**src/rtl/dmem_pkg.sv**
```systemverilog
// dmem_pkg: size encodings, controller states and byte-enable helper shared by the data-memory front-end
package dmem_pkg;
  localparam logic [1:0] SZ_BYTE = 2'd0;
  localparam logic [1:0] SZ_HALF = 2'd1;
  localparam logic [1:0] SZ_WORD = 2'd2;
  typedef enum logic {IDLE, RESP} state_t;
  function automatic logic [3:0] be_gen(input logic [1:0] size, input logic [1:0] addr_lo);
    return size == SZ_BYTE ? 4'b0001 << addr_lo :
           size == SZ_HALF ? 4'b0011 << {addr_lo[1], 1'b0} :
           size == SZ_WORD ? 4'b1111 : 4'b0000;
  endfunction
endpackage

```
**src/rtl/dmem_ld_align.sv**
```systemverilog
// dmem_ld_align: picks byte/half/word out of a RAM word (rd_data, addr_lo, size, uns) and sign/zero-extends it into rdata
module dmem_ld_align
  import dmem_pkg::*;
(
  input  logic [31:0] rd_data,
  input  logic [1:0]  addr_lo,
  input  logic [1:0]  size,
  input  logic        uns,
  output logic [31:0] rdata
);
  logic [7:0]  b;
  logic [15:0] h;
  always_comb begin
    b = rd_data[{addr_lo, 3'b000} +: 8];
    h = addr_lo[1] ? rd_data[31:16] : rd_data[15:0];
    rdata = size == SZ_BYTE ? {{24{b[7] & ~uns}}, b} :
            size == SZ_HALF ? {{16{h[15] & ~uns}}, h} : rd_data;
  end
endmodule

```
**src/rtl/dmem_ram_ctrl.sv**
```systemverilog
// dmem_ram_ctrl: load/store front-end for an 8Kx32 RAM; req_* handshake in, rsp_* handshake out, ram_* to the RAM, err_cnt counts errored requests
module dmem_ram_ctrl
  import dmem_pkg::*;
#(
  parameter logic [31:0] BASE_ADDR = 32'h1000_0000,
  parameter int          RAM_AW    = 13,
  parameter int          ERR_CNT_W = 16
) (
  input  logic                 clk,
  input  logic                 rst,
  input  logic                 req_valid,
  output logic                 req_ready,
  input  logic                 req_we,
  input  logic [31:0]          req_addr,
  input  logic [1:0]           req_size,
  input  logic                 req_unsigned,
  input  logic [31:0]          req_wdata,
  output logic                 rsp_valid,
  input  logic                 rsp_ready,
  output logic [31:0]          rsp_rdata,
  output logic                 rsp_err,
  output logic [RAM_AW-1:0]    ram_addr,
  output logic [31:0]          ram_wr_data,
  output logic                 ram_wr_en,
  output logic [3:0]           ram_wr_byte_en,
  input  logic [31:0]          ram_rd_data,
  output logic [ERR_CNT_W-1:0] err_cnt
);
  state_t            state, state_d;
  logic [RAM_AW-1:0] addr_q;
  logic [1:0]        lo_q, size_q;
  logic              uns_q, we_q, err_q, acc, err;
  logic [31:0]       ld_data;
  // gating with rst keeps a request from reaching the RAM while reset is held
  assign req_ready = rst && (state == IDLE || rsp_ready);
  assign acc = req_valid && req_ready;
  assign err = req_size == 2'd3 || (req_size == SZ_HALF && req_addr[0]) ||
               (req_size == SZ_WORD && req_addr[1:0] != 2'b00) ||
               req_addr[31:RAM_AW+2] != BASE_ADDR[31:RAM_AW+2];
  // holding addr_q while stalled makes the RAM re-read the same word, so load data stays stable uncaptured
  assign ram_addr = acc ? req_addr[RAM_AW+1:2] : addr_q;
  assign ram_wr_en = acc && req_we && !err;
  assign ram_wr_byte_en = ram_wr_en ? be_gen(req_size, req_addr[1:0]) : 4'b0000;
  assign ram_wr_data = req_size == SZ_BYTE ? {4{req_wdata[7:0]}} :
                       req_size == SZ_HALF ? {2{req_wdata[15:0]}} : req_wdata;
  assign rsp_valid = state == RESP;
  assign rsp_err = rsp_valid && err_q;
  assign rsp_rdata = rsp_valid && !we_q && !err_q ? ld_data : 32'd0;
  dmem_ld_align u_align (
    .rd_data(ram_rd_data),
    .addr_lo(lo_q),
    .size   (size_q),
    .uns    (uns_q),
    .rdata  (ld_data)
  );
  always_comb state_d = acc ? RESP : rsp_ready ? IDLE : state;
  always_ff @(posedge clk or negedge rst)
    if (!rst) begin
      state   <= IDLE;
      addr_q  <= '0;
      lo_q    <= '0;
      size_q  <= '0;
      uns_q   <= 1'b0;
      we_q    <= 1'b0;
      err_q   <= 1'b0;
      err_cnt <= '0;
    end else begin
      state <= state_d;
      if (acc) begin
        addr_q <= req_addr[RAM_AW+1:2];
        lo_q   <= req_addr[1:0];
        size_q <= req_size;
        uns_q  <= req_unsigned;
        we_q   <= req_we;
        err_q  <= err;
      end
      if (acc && err && !(&err_cnt)) err_cnt <= err_cnt + 1'b1;
    end
endmodule
```
**config.mk**
```make
export PLATFORM = sky130hd
export DESIGN_NAME = dmem_ram_ctrl
export DESIGN_NICKNAME = d
export VERILOG_FILES = /design/src/rtl/dmem_pkg.sv /design/src/rtl/dmem_ld_align.sv /design/src/rtl/dmem_ram_ctrl.sv
export SDC_FILE = /design/constraint.sdc
export NUM_CORES = 1
export LEC_CHECK = 0
export ABC_AREA = 1
export BUFFER_PORTS_ARGS = -buffer_cell sky130_fd_sc_hd__buf_4
export CAP_MARGIN = 20
export CORE_MARGIN = 2
export CORE_UTILIZATION = 40
export DETAILED_ROUTE_END_ITERATION = 10
export PLACE_DENSITY = 0.72
export SKIP_CTS_REPAIR_TIMING = 1
export SLEW_MARGIN = 5
export SYNTH_ARGS = -nofsm -noshare
export SYNTH_HDL_FRONTEND = slang
export SYNTH_HIERARCHICAL = 1
export SYNTH_SLANG_ARGS = --single-unit
export TNS_END_PERCENT = 30
```
**constraint.sdc**
```tcl
create_clock -name clk -period 4.07 [get_ports clk]
set_clock_uncertainty 0.2 [all_clocks]
set_input_delay 0.6105 -clock clk [delete_from_list [all_inputs] [get_ports clk]]
set_output_delay 0.6105 -clock clk [all_outputs]
set_load 0.05 [all_outputs]
```
==> reports/qor.txt, run 1 <==
Antenna Violating Nets Remaining: 0
R2r setup slk: 1.96 ns
DR iter-0 viols: 241
Sink Count: 37
Top cells by area, synth: nand2_1 (33%), dfrtp_1 (24%), inv_1 (10%)
Worst setup EP type: output port
Critical path arrival: 2.47 ns
Row count: 35
Seq/Total Area, Yosys: 0.239
ANT cells: 0
First-pass GRT wire length: 21.1 mm
Synth top area share: 0.326
Mapped Cells: 709
Worst min-delay path category: input pin to async pin
CORE AREA: 0.00933 sq mm
Vias in the first global route: 4572
Final hold viol count: 0
Post-synth net total: 814
Largest net degree at the start of global routing: 38
Synth unique cells: 31
Longest Clk Path Bufs: 2
Detailed-route wire length per cell: 13.0 um
I/O pin total: 205
Worst setup SP type: flip-flop
Lkg Pwr: 3.38 nW
Worst-path clk slew: 0.07 ns
Minimum clock period: 3.28 ns
PwrDens: 316 mW/mm^2
Post-synthesis average cell area: 5.47 sq um
Worst reg2reg path depth: 7
Most frequent cell after synthesis: nand2_1
CP max-delay cell: dfrtp_1
Register bit total from synthesis: 37
Reg-to-Reg Start: err_cnt[0]
FF-to-FF End: err_cnt[15]
Final Max Tran Viols: 0
Root Driver: clkbuf_8
Commonest cells post-synth: nand2_1 (337), inv_1 (106), nor2_1 (71)
DRC viols: 0
Placed wire-length estimate: 10.6 mm
CTS tree: done
Crit Path Max Fanout: 24
Fin Hold WS: 0.158 ns
DP Cell Count: 1011
Starting density of the core: 0.415
Proportion of layout cells with a drive suffix above 1: 0.270
Max-cap violations: 0
Mapped Area: 0.00387 sq mm
Actual slew at the worst max-slew pin: 0.848 ns
Nets: 995
Peak Freq: 305 MHz
Die Span Y: 102 um
Via count: 4827
RSZ-0062 raised after global routing: no
RD Place Congestion: 0.923
Cell repeated most along the worst path: inv_1
Outcome: finished, final reports clean
Ys Warns: 6
Worst slew margin: 0.435
Setup-failing EPs final: 0
All-Layer GR Usage: 0.252
Area growth syn-to-layout: 41.1%
Fillers: 962
CP endpoint: rsp_rdata[9]
H-tree Lvls: 2
Non-filler cells, final: 1020
Crit-path max cell delay: 0.67 ns
TritonCTS buffer count: 5
Die Width: 102 um
Die area: 0.0105 sq mm
Ys flop type: dfrtp_1
Router iterations before antenna repair: 5
Post-synth ARST share: 1.00
Sum Neg Setup Slack: 0 ns
Crit Path Class: flip-flop to output port
Input/output buffers: 204
Largest area contributor in the netlist: nand2_1
Maximum vdd drop: 268 uV
CP Data Required Time: 3.26 ns
Critical Path Start: lo_q[0]
Vias per inst: 4.73
Clock insertion delay at the later pin of the skew report: 0.30 ns
CP Cell Sequence: inv_1 -> nand3_1 -> nand4_4 -> nand2_1 -> inv_1 -> nor2_1 -> buf_4
Tcrit/Tclk final: 0.805
Initial antenna violation count: 0
Number of synthesized flops with an enable pin: 0
Total grt overflow: 0
Routed WL: 13.2 mm
==> where the power goes <==
group | switching [mW] | internal [mW] | total (mW)
registers | 0.0726 | 0.416 | 0.489
clock network | 0.139 | 0.119 | 0.258
logic | 0.659 | 0.321 | 0.980
==> state kept, by name (all words and copies together) (netlist names) <==
| register | cells |
|---|---|
| err_cnt | 16 |
| addr_q | 13 |
| lo_q | 2 |
| size_q | 2 |
| err_q | 1 |
| rsp_valid | 1 |
| uns_q | 1 |
| we_q | 1 |
==> how the worst min path moves through the flow <==
stage	to	cells after the start	from	slack (ns)
after global placement	addr_q[5]	2	addr_q[5]	0.26
after CTS	err_cnt[13]	2	rst	0.18
after floorplan	addr_q[0]	0	rst	0.11
after global routing	err_cnt[11]	2	rst	0.20
after detailed placement	addr_q[5]	2	addr_q[5]	0.26
final	err_cnt[13]	2	rst	0.16
==> placed cells by master, fill, tap and decap left out, types with 3 or more instances in the layout <==
cell,count
nand2_1,337
buf_4,206
inv_1,106
nor2_1,71
nand3_1,54
dfrtp_1,37
nand4_1,15
o21ai_0,14
inv_2,7
nand2_2,5
clkbuf_8,5
nor2_2,3
a21oi_1,3
nor2_4,3
nand3b_1,3
==> final cells by class <==
| type | count | area (sq um) | area share |
|---|---|---|---|
| repair buffers | 207 | 1570 | 0.288 |
| well taps | 129 | 161 | 0.0295 |
| clock buffers | 6 | 72.6 | 0.0133 |
| inverters | 113 | 424 | 0.0776 |
| clock inverters | 2 | 10.0 | 0.00183 |
| multi-input cells | 526 | 2300 | 0.420 |
| flip-flops and latches | 37 | 926 | 0.169 |
==> critical path: cells and delay by family, from the launching register on <==
family	cells	cell delay, ns
buf+inv	3	0.62
flops	1	0.67
simple gates	4	0.88
==> per-layer routing <==
| metal | wire [um] | share of wire | track usage |
|---|---|---|---|
| met1 | 5440 | 0.41 | 0.303 |
| met2 | 6500 | 0.49 | 0.454 |
| met3 | 933 | 0.070 | 0.0451 |
| met4 | 357 | 0.027 | 0.0821 |
| met5 | 0 | 0 | 0 |
==> metrics by stage <==
stage	instance area (sq um)	setup WS [ns]	utilization	total power [mW]
finish	5470	0.794	0.586	1.73
global route	5470	0.524	0.586	1.84
CTS	5440	0.794	0.583	1.73
detailed placement	5360	1.13	0.574	1.47
global placement	5360	1.09	0.574	1.46
floorplan	3870	0.559	-	1.17
==> cell families (layout without fill, tap and decap cells) <==
kind of cell | after synthesis | in the layout | synth area share
xor+xnor | 4 | 4 | 0.00904
simple gates | 503 | 503 | 0.557
flops | 37 | 37 | 0.239
buf+inv | 146 | 328 | 0.168
compound gates | 18 | 18 | 0.0239
fa+ha+maj | 1 | 1 | 0.00323
No activity file was read; power rests on OpenSTA's default activity.
==> run 2: changes to the inputs <==
- ABC_AREA: 1 -> 0
- PLACE_DENSITY: 0.72 -> 0.78
- clock period: 4.07 -> 3 ns (I/O delays scaled with it)
==> run 2 against run 1 <==
Effect of this change: critical path depth unchanged; die area down 12%; synthesized cell count shrank 43%; largest cell class unchanged.
==> reports/qor.txt, run 2 <==
Worst setup SP type: input pin (was flip-flop)
CP Data Required Time: 2.35 ns (was 3.26 ns)
ANT cells: 0 (unchanged)
Root Driver: clkbuf_8 (unchanged)
DRC viols: 0 (unchanged)
Final Max Tran Viols: 0 (unchanged)
Util after Layout: 0.620 (was 0.586)
Mapped Area: 0.00339 sq mm (was 0.00387 sq mm)
Most common cell after layout, fill and taps aside: buf_4 (was nand2_1)
Seq/Total Area, Yosys: 0.273 (was 0.239)
I/O pin total: 205 (unchanged)
DP Cell Count: 691 (was 1011)
Largest area contributor in the netlist: dfrtp_1 (was nand2_1)
Antenna Violating Nets Remaining: 0 (unchanged)
Proportion of layout cells with a drive suffix above 1: 0.456 (was 0.270)
Largest register FFs: 16 (unchanged)
Largest net degree at the start of global routing: 34 (was 38)
Worst setup EP type: output port (unchanged)
H-tree Lvls: 2 (unchanged)
Most flops, register: err_cnt (unchanged)
Vias per inst: 5.29 (was 4.73)
Commonest cells post-synth: nand2_1 (81), dfrtp_1 (37), and2_1 (34) (was nand2_1 (337), inv_1 (106), nor2_1 (71))
Die Span Y: 96.0 um (was 102 um)
Outcome: finished, final reports clean (unchanged)
Mapped Cells: 407 (was 709)
Most frequent cells in the layout: buf_4 (216), nand2_1 (81), dfrtp_1 (36) (was nand2_1 (337), buf_4 (206), inv_1 (106))
Post-synth net total: 512 (was 814)
Maximum vdd drop: 428 uV (was 268 uV)
PwrDens: 502 mW/mm^2 (was 316 mW/mm^2)
CTS tree: done (unchanged)
Cell depth of the worst hold path: 3
Input/output buffers: 204 (unchanged)
Router iterations before antenna repair: 4 (was 5)
Minimum clock period: 2.83 ns
Starting density of the core: 0.412 (was 0.415)
Metal2 WL: 5.29 mm (was 6.50 mm)
Synth top area share: 0.273 (was 0.326)
Post-synthesis average cell area: 8.32 sq um (was 5.47 sq um)
Ys Warns: 6 (unchanged)
Die Width: 96.0 um (was 102 um)
Fillers: 693 (was 962)
DR WL met3: 910 um (was 933 um)
Routed WL: 10.7 mm (was 13.2 mm)
Critical path arrival: 2.18 ns (was 2.47 ns)
Longest Clk Path Bufs: 2 (unchanged)
Slack of the critical path: 0.172 ns (was 0.794 ns)
Via count: 3705 (was 4827)
Actual slew at the worst max-slew pin: 0.749 ns (was 0.848 ns)
Nets: 700 (was 995)
Register bit total from synthesis: 37 (unchanged)
R2r setup slk: 0.96 ns (was 1.96 ns)
Area growth syn-to-layout: 50.3% (was 41.1%)
Initial antenna violation count: 0 (unchanged)
Total grt overflow: 0 (unchanged)
Crit Path Class: input pin to output port (was flip-flop to output port)
All-Layer GR Usage: 0.225 (was 0.252)
Clock insertion delay at the later pin of the skew report: 0.29 ns (was 0.30 ns)
First-pass GRT wire length: 16.3 mm (was 21.1 mm)
Sum Neg Setup Slack: 0 ns (unchanged)
Vias in the first global route: 3479 (was 4572)
Row count: 33 (was 35)
Top cells by area, synth: dfrtp_1 (27%), nand2_1 (9.0%), and2_1 (6.3%) (was nand2_1 (33%), dfrtp_1 (24%), inv_1 (10%))
Crit Path Max Fanout: 5 (was 24)
Worst min-delay path category: input pin to flip-flop (was input pin to async pin)
Registers with the most flip-flops: err_cnt: 16 flops, addr_q: 13 flops (unchanged)
Top routing layer used: met4 (unchanged)
CORE AREA: 0.00822 sq mm (was 0.00933 sq mm)
Tcrit/Tclk final: 0.943
Lkg Pwr: 2.59 nW (was 3.38 nW)
Max-cap violations: 0 (unchanged)
DP Worst Slack: 0.285 ns (was 1.13 ns)
DR iter-0 viols: 117 (was 241)
Sink Count: 37 (unchanged)
Post-synth ARST share: 1.00 (unchanged)
Peak Freq: 354 MHz
Worst reg2reg path depth: 6 (was 7)
Detailed-route wire length per cell: 15.3 um (was 13.0 um)
Number of synthesized flops with an enable pin: 0 (unchanged)
TritonCTS buffer count: 5 (unchanged)
Synth unique cells: 48 (was 31)
Routed length on met1: 4.25 mm (was 5.44 mm)
Most frequent cell after synthesis: nand2_1 (unchanged)
Worst slew margin: 0.499 (was 0.435)
Ys flop type: dfrtp_1 (unchanged)
Placed wire-length estimate: 8.40 mm (was 10.6 mm)
Final hold viol count: 0 (unchanged)
RSZ-0062 raised after global routing: no (unchanged)
RD Place Congestion: 0.857 (was 0.923)
Setup-failing EPs final: 0 (unchanged)
Die area: 0.00922 sq mm (was 0.0105 sq mm)
Worst-path clk slew: 0.07 ns (about the same)
Non-filler cells, final: 701 (was 1020)
==> run 2: changes by cell type after synthesis, moves of 10 or more <==
cell and delta:
and2_1 +34, clkbuf_1 +10, inv_1 -102, mux2_2 +17, nand2_1 -256, nand3_1 -39, nand4_1 -11, nor2_1 -55
nor2b_1 +33, o21ai_2 +12, xor2_1 +10
==> run 2: per-stage QoR <==
step | cell area (sq um) | total power [mW] | hold WS [ns]
3_5_place_dp | 4950 | 2.11 | 0.137
5_1_grt | 5090 | 2.69 | 0.174
3_3_place_gp | 4950 | 2.08 | 0.130
2_1_floorplan | 3420 | 1.67 | -0.0456
6_report | 5090 | 2.56 | 0.174
4_1_cts | 5070 | 2.57 | -0.181
==> run 2: worst max-delay path: stages <==
cell	delay (ns)
dlygate4sd3_1	0.53
buf_4	0.13
and2_4	0.14
nand2_1	0.12
nor4_4	0.39
nor2b_4	0.21
buf_4	0.20
==> run 2: final timing paths <==
check | from | endpoint
worst max-delay path | rst | ram_wr_byte_en[0]
worst min-delay path | req_unsigned | uns_q
worst max register to register | err_cnt[1] | err_cnt[1]
worst min register to register | addr_q[8] | addr_q[8]
max in group asynchronous | rst | rsp_valid
min in group asynchronous | rst | err_cnt[9]
==> run 2: power by group <==
part | switching, mW | internal [mW] | total, mW
Combinational | 0.898 | 0.529 | 1.43
Sequential | 0.0939 | 0.585 | 0.679
Clock | 0.179 | 0.270 | 0.449
==> run 2: cell type report <==
type | count | area [sq um] | area share
Sequential cell | 37 | 927 | 0.182
Inverter | 4 | 15.0 | 0.00295
Timing Repair Buffer | 218 | 1640 | 0.322
Tap cell | 105 | 131 | 0.0258
Clock inverter | 2 | 37.5 | 0.00737
Multi-Input combinational cell | 329 | 2260 | 0.443
Clock buffer | 6 | 82.6 | 0.0162
==> run 2: cells by family after synthesis <==
family / count (synthesis) / synth area share
flops: 37 / 0.273
buf+inv: 41 / 0.0702
simple gates: 222 / 0.351
fa+ha+maj: 1 / 0.00369
mux: 36 / 0.152
compound gates: 57 / 0.116
xor+xnor: 13 / 0.0336
==> run 2: per-layer routing <==
metal  global-route usage  up-vias
li1                     -     1771
met2                0.405      219
met4               0.0738        0
met1                0.265     1692
met5                    0        -
met3               0.0462       23
